==> src/rtl/display_seq_pkg.sv <==
// Shared types and defaults for the display sequencer.
package display_seq_pkg;

   localparam int CODE_W           = 4;
   localparam int HOLD_CYCLES_DEF  = 8;
   localparam int BLANK_CYCLES_DEF = 2;

   typedef enum logic [1:0] {
      IDLE  = 2'd0,
      SHOW  = 2'd1,
      BLANK = 2'd2
   } state_t;

endpackage

==> src/rtl/display_seq_fifo.sv <==
// DEPTH-entry code queue. The head entry is visible combinationally on dout so
// the sequencer can latch it on the same edge it pops. flush wins over push/pop.
module display_seq_fifo
   import display_seq_pkg::*;
#(
   parameter int DEPTH = 4,
   parameter int CW    = $clog2(DEPTH) + 1
) (
   input  logic              clk,
   input  logic              reset,
   input  logic              flush,
   input  logic              push,
   input  logic              pop,
   input  logic [CODE_W-1:0] din,
   output logic [CODE_W-1:0] dout,
   output logic [CW-1:0]     count,
   output logic              full,
   output logic              empty
);

   localparam int AW = $clog2(DEPTH);

   logic [CODE_W-1:0] mem [DEPTH];
   logic [AW-1:0]     wr_ptr;
   logic [AW-1:0]     rd_ptr;
   logic              push_ok;
   logic              pop_ok;

   assign full    = (count == CW'(DEPTH));
   assign empty   = (count == '0);
   assign push_ok = push & ~full & ~flush;
   assign pop_ok  = pop & ~empty & ~flush;
   assign dout    = mem[rd_ptr];

   // Storage array: written only on an accepted push, contents need no reset.
   always_ff @(posedge clk) begin
      if (push_ok) mem[wr_ptr] <= din;
   end

   // Pointers wrap naturally since DEPTH is a power of two.
   always_ff @(posedge clk or negedge reset) begin
      if (!reset) begin
         wr_ptr <= '0;
         rd_ptr <= '0;
         count  <= '0;
      end else if (flush) begin
         wr_ptr <= '0;
         rd_ptr <= '0;
         count  <= '0;
      end else begin
         if (push_ok) wr_ptr <= wr_ptr + 1'b1;
         if (pop_ok)  rd_ptr <= rd_ptr + 1'b1;
         case ({push_ok, pop_ok})
            2'b10:   count <= count + 1'b1;
            2'b01:   count <= count - 1'b1;
            default: ;
         endcase
      end
   end

endmodule

==> src/rtl/display_sequencer.sv <==
// Display sequencer: queues 4-bit codes and shows each one for HOLD_CYCLES
// cycles with disp_ready high. Define DISPLAY_SEQ_BLANK_EN to insert a
// BLANK_CYCLES gap (disp_code 0000) after every shown code.
module display_sequencer
   import display_seq_pkg::*;
#(
   parameter int HOLD_CYCLES  = HOLD_CYCLES_DEF,
   parameter int DEPTH        = 4,
   parameter int BLANK_CYCLES = BLANK_CYCLES_DEF
) (
   input  logic                     clk,
   input  logic                     reset,
   input  logic                     in_valid,
   input  logic [CODE_W-1:0]        in_code,
   output logic                     in_ready,
   input  logic                     flush,
   output logic [CODE_W-1:0]        disp_code,
   output logic                     disp_ready,
   output logic                     busy,
   output logic [$clog2(DEPTH):0]   count
);

   localparam int          CW        = $clog2(DEPTH) + 1;
   localparam logic [7:0]  HOLD_LOAD = 8'(HOLD_CYCLES - 1);

   // Reject out-of-range configurations at elaboration.
   if (HOLD_CYCLES < 1 || HOLD_CYCLES > 255 || BLANK_CYCLES < 1 || BLANK_CYCLES > 255 ||
       DEPTH < 2 || DEPTH > 16 || (DEPTH & (DEPTH - 1)) != 0) begin : g_bad_params
      $error("display_sequencer: parameter out of legal range");
   end

   state_t            state;
   logic [7:0]        hold_cnt;
   logic              hold_done;
   logic [CODE_W-1:0] head;
   logic              full;
   logic              empty;
   logic              push;
   logic              pop;

`ifdef DISPLAY_SEQ_BLANK_EN
   localparam logic [7:0] BLANK_LOAD = 8'(BLANK_CYCLES - 1);
   logic [7:0] blank_cnt;
   logic       blank_done;
   assign blank_done = (blank_cnt == 8'd0);
`endif

   assign in_ready  = ~full;
   assign push      = in_valid & in_ready;
   assign busy      = (state != IDLE);
   assign hold_done = (hold_cnt == 8'd0);

   display_seq_fifo #(.DEPTH(DEPTH), .CW(CW)) u_fifo (
      .clk   (clk),
      .reset (reset),
      .flush (flush),
      .push  (push),
      .pop   (pop),
      .din   (in_code),
      .dout  (head),
      .count (count),
      .full  (full),
      .empty (empty)
   );

   // Pop whenever the FSM is about to start showing a new code.
   always_comb begin
      pop = 1'b0;
      if (!flush && !empty) begin
         case (state)
            IDLE: pop = 1'b1;
            SHOW: begin
`ifndef DISPLAY_SEQ_BLANK_EN
               pop = hold_done;
`endif
            end
`ifdef DISPLAY_SEQ_BLANK_EN
            BLANK: pop = blank_done;
`endif
            default: pop = 1'b0;
         endcase
      end
   end

   // Sequencer FSM with registered display outputs; flush aborts but keeps disp_code.
   always_ff @(posedge clk or negedge reset) begin
      if (!reset) begin
         state      <= IDLE;
         hold_cnt   <= 8'd0;
         disp_code  <= '0;
         disp_ready <= 1'b0;
`ifdef DISPLAY_SEQ_BLANK_EN
         blank_cnt  <= 8'd0;
`endif
      end else if (flush) begin
         state      <= IDLE;
         disp_ready <= 1'b0;
      end else begin
         case (state)
            IDLE: begin
               if (pop) begin
                  disp_code  <= head;
                  hold_cnt   <= HOLD_LOAD;
                  disp_ready <= 1'b1;
                  state      <= SHOW;
               end
            end
            SHOW: begin
               if (hold_done) begin
`ifdef DISPLAY_SEQ_BLANK_EN
                  state      <= BLANK;
                  disp_ready <= 1'b0;
                  disp_code  <= '0;
                  blank_cnt  <= BLANK_LOAD;
`else
                  if (pop) begin
                     // Back-to-back: next code replaces the current one with no gap.
                     disp_code <= head;
                     hold_cnt  <= HOLD_LOAD;
                  end else begin
                     state      <= IDLE;
                     disp_ready <= 1'b0;
                  end
`endif
               end else begin
                  hold_cnt <= hold_cnt - 8'd1;
               end
            end
`ifdef DISPLAY_SEQ_BLANK_EN
            BLANK: begin
               if (blank_done) begin
                  if (pop) begin
                     disp_code  <= head;
                     hold_cnt   <= HOLD_LOAD;
                     disp_ready <= 1'b1;
                     state      <= SHOW;
                  end else begin
                     state <= IDLE;
                  end
               end else begin
                  blank_cnt <= blank_cnt - 8'd1;
               end
            end
`endif
            default: begin
               state      <= IDLE;
               disp_ready <= 1'b0;
            end
         endcase
      end
   end

endmodule
==> config.mk <==
export PLATFORM = sky130hd
export DESIGN_NAME = display_sequencer
export DESIGN_NICKNAME = d
export VERILOG_FILES = /design/src/rtl/display_seq_pkg.sv /design/src/rtl/display_seq_fifo.sv /design/src/rtl/display_sequencer.sv
export SDC_FILE = /design/constraint.sdc
export NUM_CORES = 1
export LEC_CHECK = 0
export BUFFER_PORTS_ARGS = -buffer_cell sky130_fd_sc_hd__buf_2
export CORE_ASPECT_RATIO = 0.9
export CORE_MARGIN = 1
export CORE_UTILIZATION = 55
export DETAILED_ROUTE_END_ITERATION = 12
export PLACE_DENSITY = 0.73
export RECOVER_POWER = 25
export REMOVE_ABC_BUFFERS = 1
export SLEW_MARGIN = 20
export SYNTH_ARGS = -nofsm -noshare
export SYNTH_HDL_FRONTEND = slang
export SYNTH_SLANG_ARGS = --single-unit
export TNS_END_PERCENT = 1
==> constraint.sdc <==
create_clock -name clk -period 3.65 [get_ports clk]
set_clock_uncertainty 0.15 [all_clocks]
set_input_delay 0.5475 -clock clk [delete_from_list [all_inputs] [get_ports clk]]
set_output_delay 0.5475 -clock clk [all_outputs]
set_load 0.01 [all_outputs]
==> flow_summary.toml <==
[global_route]
grt_max_degree = 21
grt_usage_pct = 21.5
antenna_found_initial = 0
grt_pass1_wl_um = 5550
grt_overflow = 0
first_global_vias = 1173

[final_layout]
nFillCells = 243
ff_latch_area_um2 = 981
drive_gt1_share_pct = 20.7
utilization_pct = 64.0
multi_input_comb_area_um2 = 766
area_delta_synth_final_pct = 9.12
diodes = 0
fin_cells = 206
nNetsFinal = 177

[sta]
finalCritPeriodShare_pct = 82.4
finalHoldViolCount = 0
finalSetupViolCount = 0
slew_violations = 0
timing.final.crit_period_ns = 3.01
slew_headroom_pct = 24.4
fin_tns_setup_ns = 0
rsz0062_at_grt = "false"
setup_slack_ns = 0.641
tightest_slew_ns = 1.13
max_freq_mhz = 332

[yosys]
yosysWarningCount = 0
yosysTopAreaCell = "dfrtp_1"
yosysUniqueCellTypes = 45
synth_area_um2 = 1810
synth_top_area_share_pct = 27.6
ys_ff_latch = 36
netlist_instances = 146
syn_avg_cell_area_um2 = 12.4
synthTopCellsByArea = "dfrtp_1, edfxtp_1, mux4_2, ha_1, mux2_1"
yosysSeqAreaShare_pct = 54.1
synthArstFlopShare_pct = 55.6
ys.flop_type = "dfrtp_1"
synth-edff-count = 16

[clocking]
postCtsSetupBuffers = 0
clock_path_buffers = 2
cts_hold_buf = 0
cts_tree = "done"
numCtsBuffers = 5
clock_latency_ns = 0.32
cts_root_buf = "clkbuf_4"
clkTransAtPathRegs_ns = 0.10
cts_sinks = 36
cts-htree-levels = 2
cts_resized = 0

[critical_path]
critPathCaptureType = "register"
startpoint_type = "register"
path_cells = "inv_1 -> ha_1 -> or4b_1 -> o21ai_4 -> nand2_1 -> a21oi_1 -> fa_1 -> nor3_1 -> a311oi_1 -> a41oi_1"
cpMaxStageDelayCell = "or4b_1"
r2r_slack_ns = 0.64
path_max_fanout = 8
critical_path_arrival_ns = 3.06
endpoint = "u_fifo.count[2]"
r2r_end = "u_fifo.count[2]"
critPathMaxStageDelay_ns = 0.63
r2r_start = "hold_cnt[0]"
reg2regPathDepth = 10
crit_type = "register to register"
required_ns = 3.70
cp-startpoint = "hold_cnt[0]"

[floorplanning]
die_x_um = 62.5
design.die.area_um2 = 3530
ios = 18
die_h_um = 56.5
core_um2 = 3090
std_cell_rows = 19
initial_core_util_pct = 58.6

[placement]
dpl_worst_slack_ns = 0.665
io_buffers = 17
dp.cells = 198
dp_hpwl_um = 2330
globalplace.congestion = 0.818

[drt]
drcViolationCount = 0
met1_length_um = 1460
drtIter0Drc = 49
wire_per_inst_um = 15.7
vias = 1200
via_per_inst = 5.83
top_layer_used = "met4"
wl_met3_um = 147
totalWireLength_um = 3230
dr_wl_met2_um = 1590
ant_nets = 0
drt_pass1_iterations = 4

[status]
status = "completed"

[power]
power_density_nw_per_um2 = 661
p_leak_nw = 0.804
ir_worst_vdd_mv = 0.393

[flow_run]
maxCapViolations = 0

[hold_path]
hp-class = "input port to async pin"
[routing by layer]
layer | vias up | track usage (%)
met4 | 0 | 6.98
met5 | - | 0
li1 | 576 | -
met3 | 5 | 6.10
met1 | 582 | 27.1
met2 | 37 | 35.7
[worst min path at each step]
stage                       endpoint    startpoint  cells after the start  slack (ns)
floorplan               disp_code[0]         reset                      0        0.10
global placement        disp_code[2]  disp_code[2]                      1        0.31
detailed placement      disp_code[0]  disp_code[0]                      1        0.33
CTS                  u_fifo.count[2]         reset                      1       0.002
global route        u_fifo.mem[1][2]    in_code[2]                      1        0.25
finish                  disp_code[1]         reset                      1        0.26
[cells in the mapped netlist (all sizes together), types with 3 or more instances]
cell type  number
and2            4
ha              5
mux2i           3
nand2           7
mux2            4
xor2            3
edfxtp         16
a21oi           6
inv             7
nand3           5
nor2           11
nor3            5
dfrtp          20
clkbuf          4
o21ai           5
mux4            4
buf             3
[through the flow]
stage	cell area [um^2]	power [mW]	hold slack [ns]
finish	1980	1.31	0.265
global route	1980	1.41	0.253
CTS	1980	1.32	0.00246
detailed placement	1910	1.09	0.326
global placement	1910	1.06	0.314
floorplan	1770	0.938	0.102
[flip-flops by register name, indices dropped and copies added, names as in the netlist]
signal,flops
disp_code,4
disp_ready,1
hold_cnt,8
u_fifo.count,3
u_fifo.mem,16
u_fifo.rd_ptr,2
u_fifo.wr_ptr,2
[cell type report]
| class | instances | area share, % |
|---|---|---|
| flip-flops and latches | 36 | 49.6 |
| inverters | 7 | 1.33 |
| repair buffers | 17 | 4.18 |
| multi-input cells | 96 | 38.7 |
| well taps | 42 | 2.66 |
| clock buffers | 8 | 3.48 |
[cell usage in the layout, fill, tap and decap left out, drive strengths merged, types with 2 or more instances in the layout]
master / count
o21a: 2
nand2b: 2
or2: 2
ha: 5
a21oi: 6
edfxtp: 16
nand4: 2
mux2i: 3
xnor2: 2
buf: 15
nand3b: 2
nor3: 5
dfrtp: 20
nor2: 11
o21ai: 5
nand4b: 2
and2: 4
nor2b: 2
clkbuf: 10
mux4: 4
inv: 7
mux2: 4
nand3: 5
nor4: 2
xor2: 3
o2111ai: 2
o211ai: 2
nand2: 7
[critical path, delay by kind of cell, from the launching register on]
family	cells	cell delay [ns]
buffers and inverters	1	0.07
AND/OR/NAND/NOR	3	0.84
AO/OA/AOI/OAI	4	0.90
adder cells (fa/ha/maj)	2	0.50
flip-flops	1	0.41
[cell families (layout without fill, tap and decap cells)]
family / count (synthesis) / in the layout / share of synthesized area [%]
and+or+nand+nor: 51 / 51 / 16.2
adders and majority gates: 6 / 6 / 4.56
AOI/OAI and AO/OA: 23 / 23 / 9.95
DFF: 36 / 36 / 54.1
buffers and inverters: 14 / 32 / 3.59
muxes: 11 / 11 / 9.12
xor gates and xnor gates: 5 / 5 / 2.42
[power breakdown]
part / leakage, nW / switching [mW] / internal [mW]
combinational: 0.368 / 0.249 / 0.219
sequential: 0.397 / 0.104 / 0.502
clock: 0.0386 / 0.120 / 0.113
total: 0.804 / 0.473 / 0.834
Note: power is estimated with default switching activity, not from simulation.
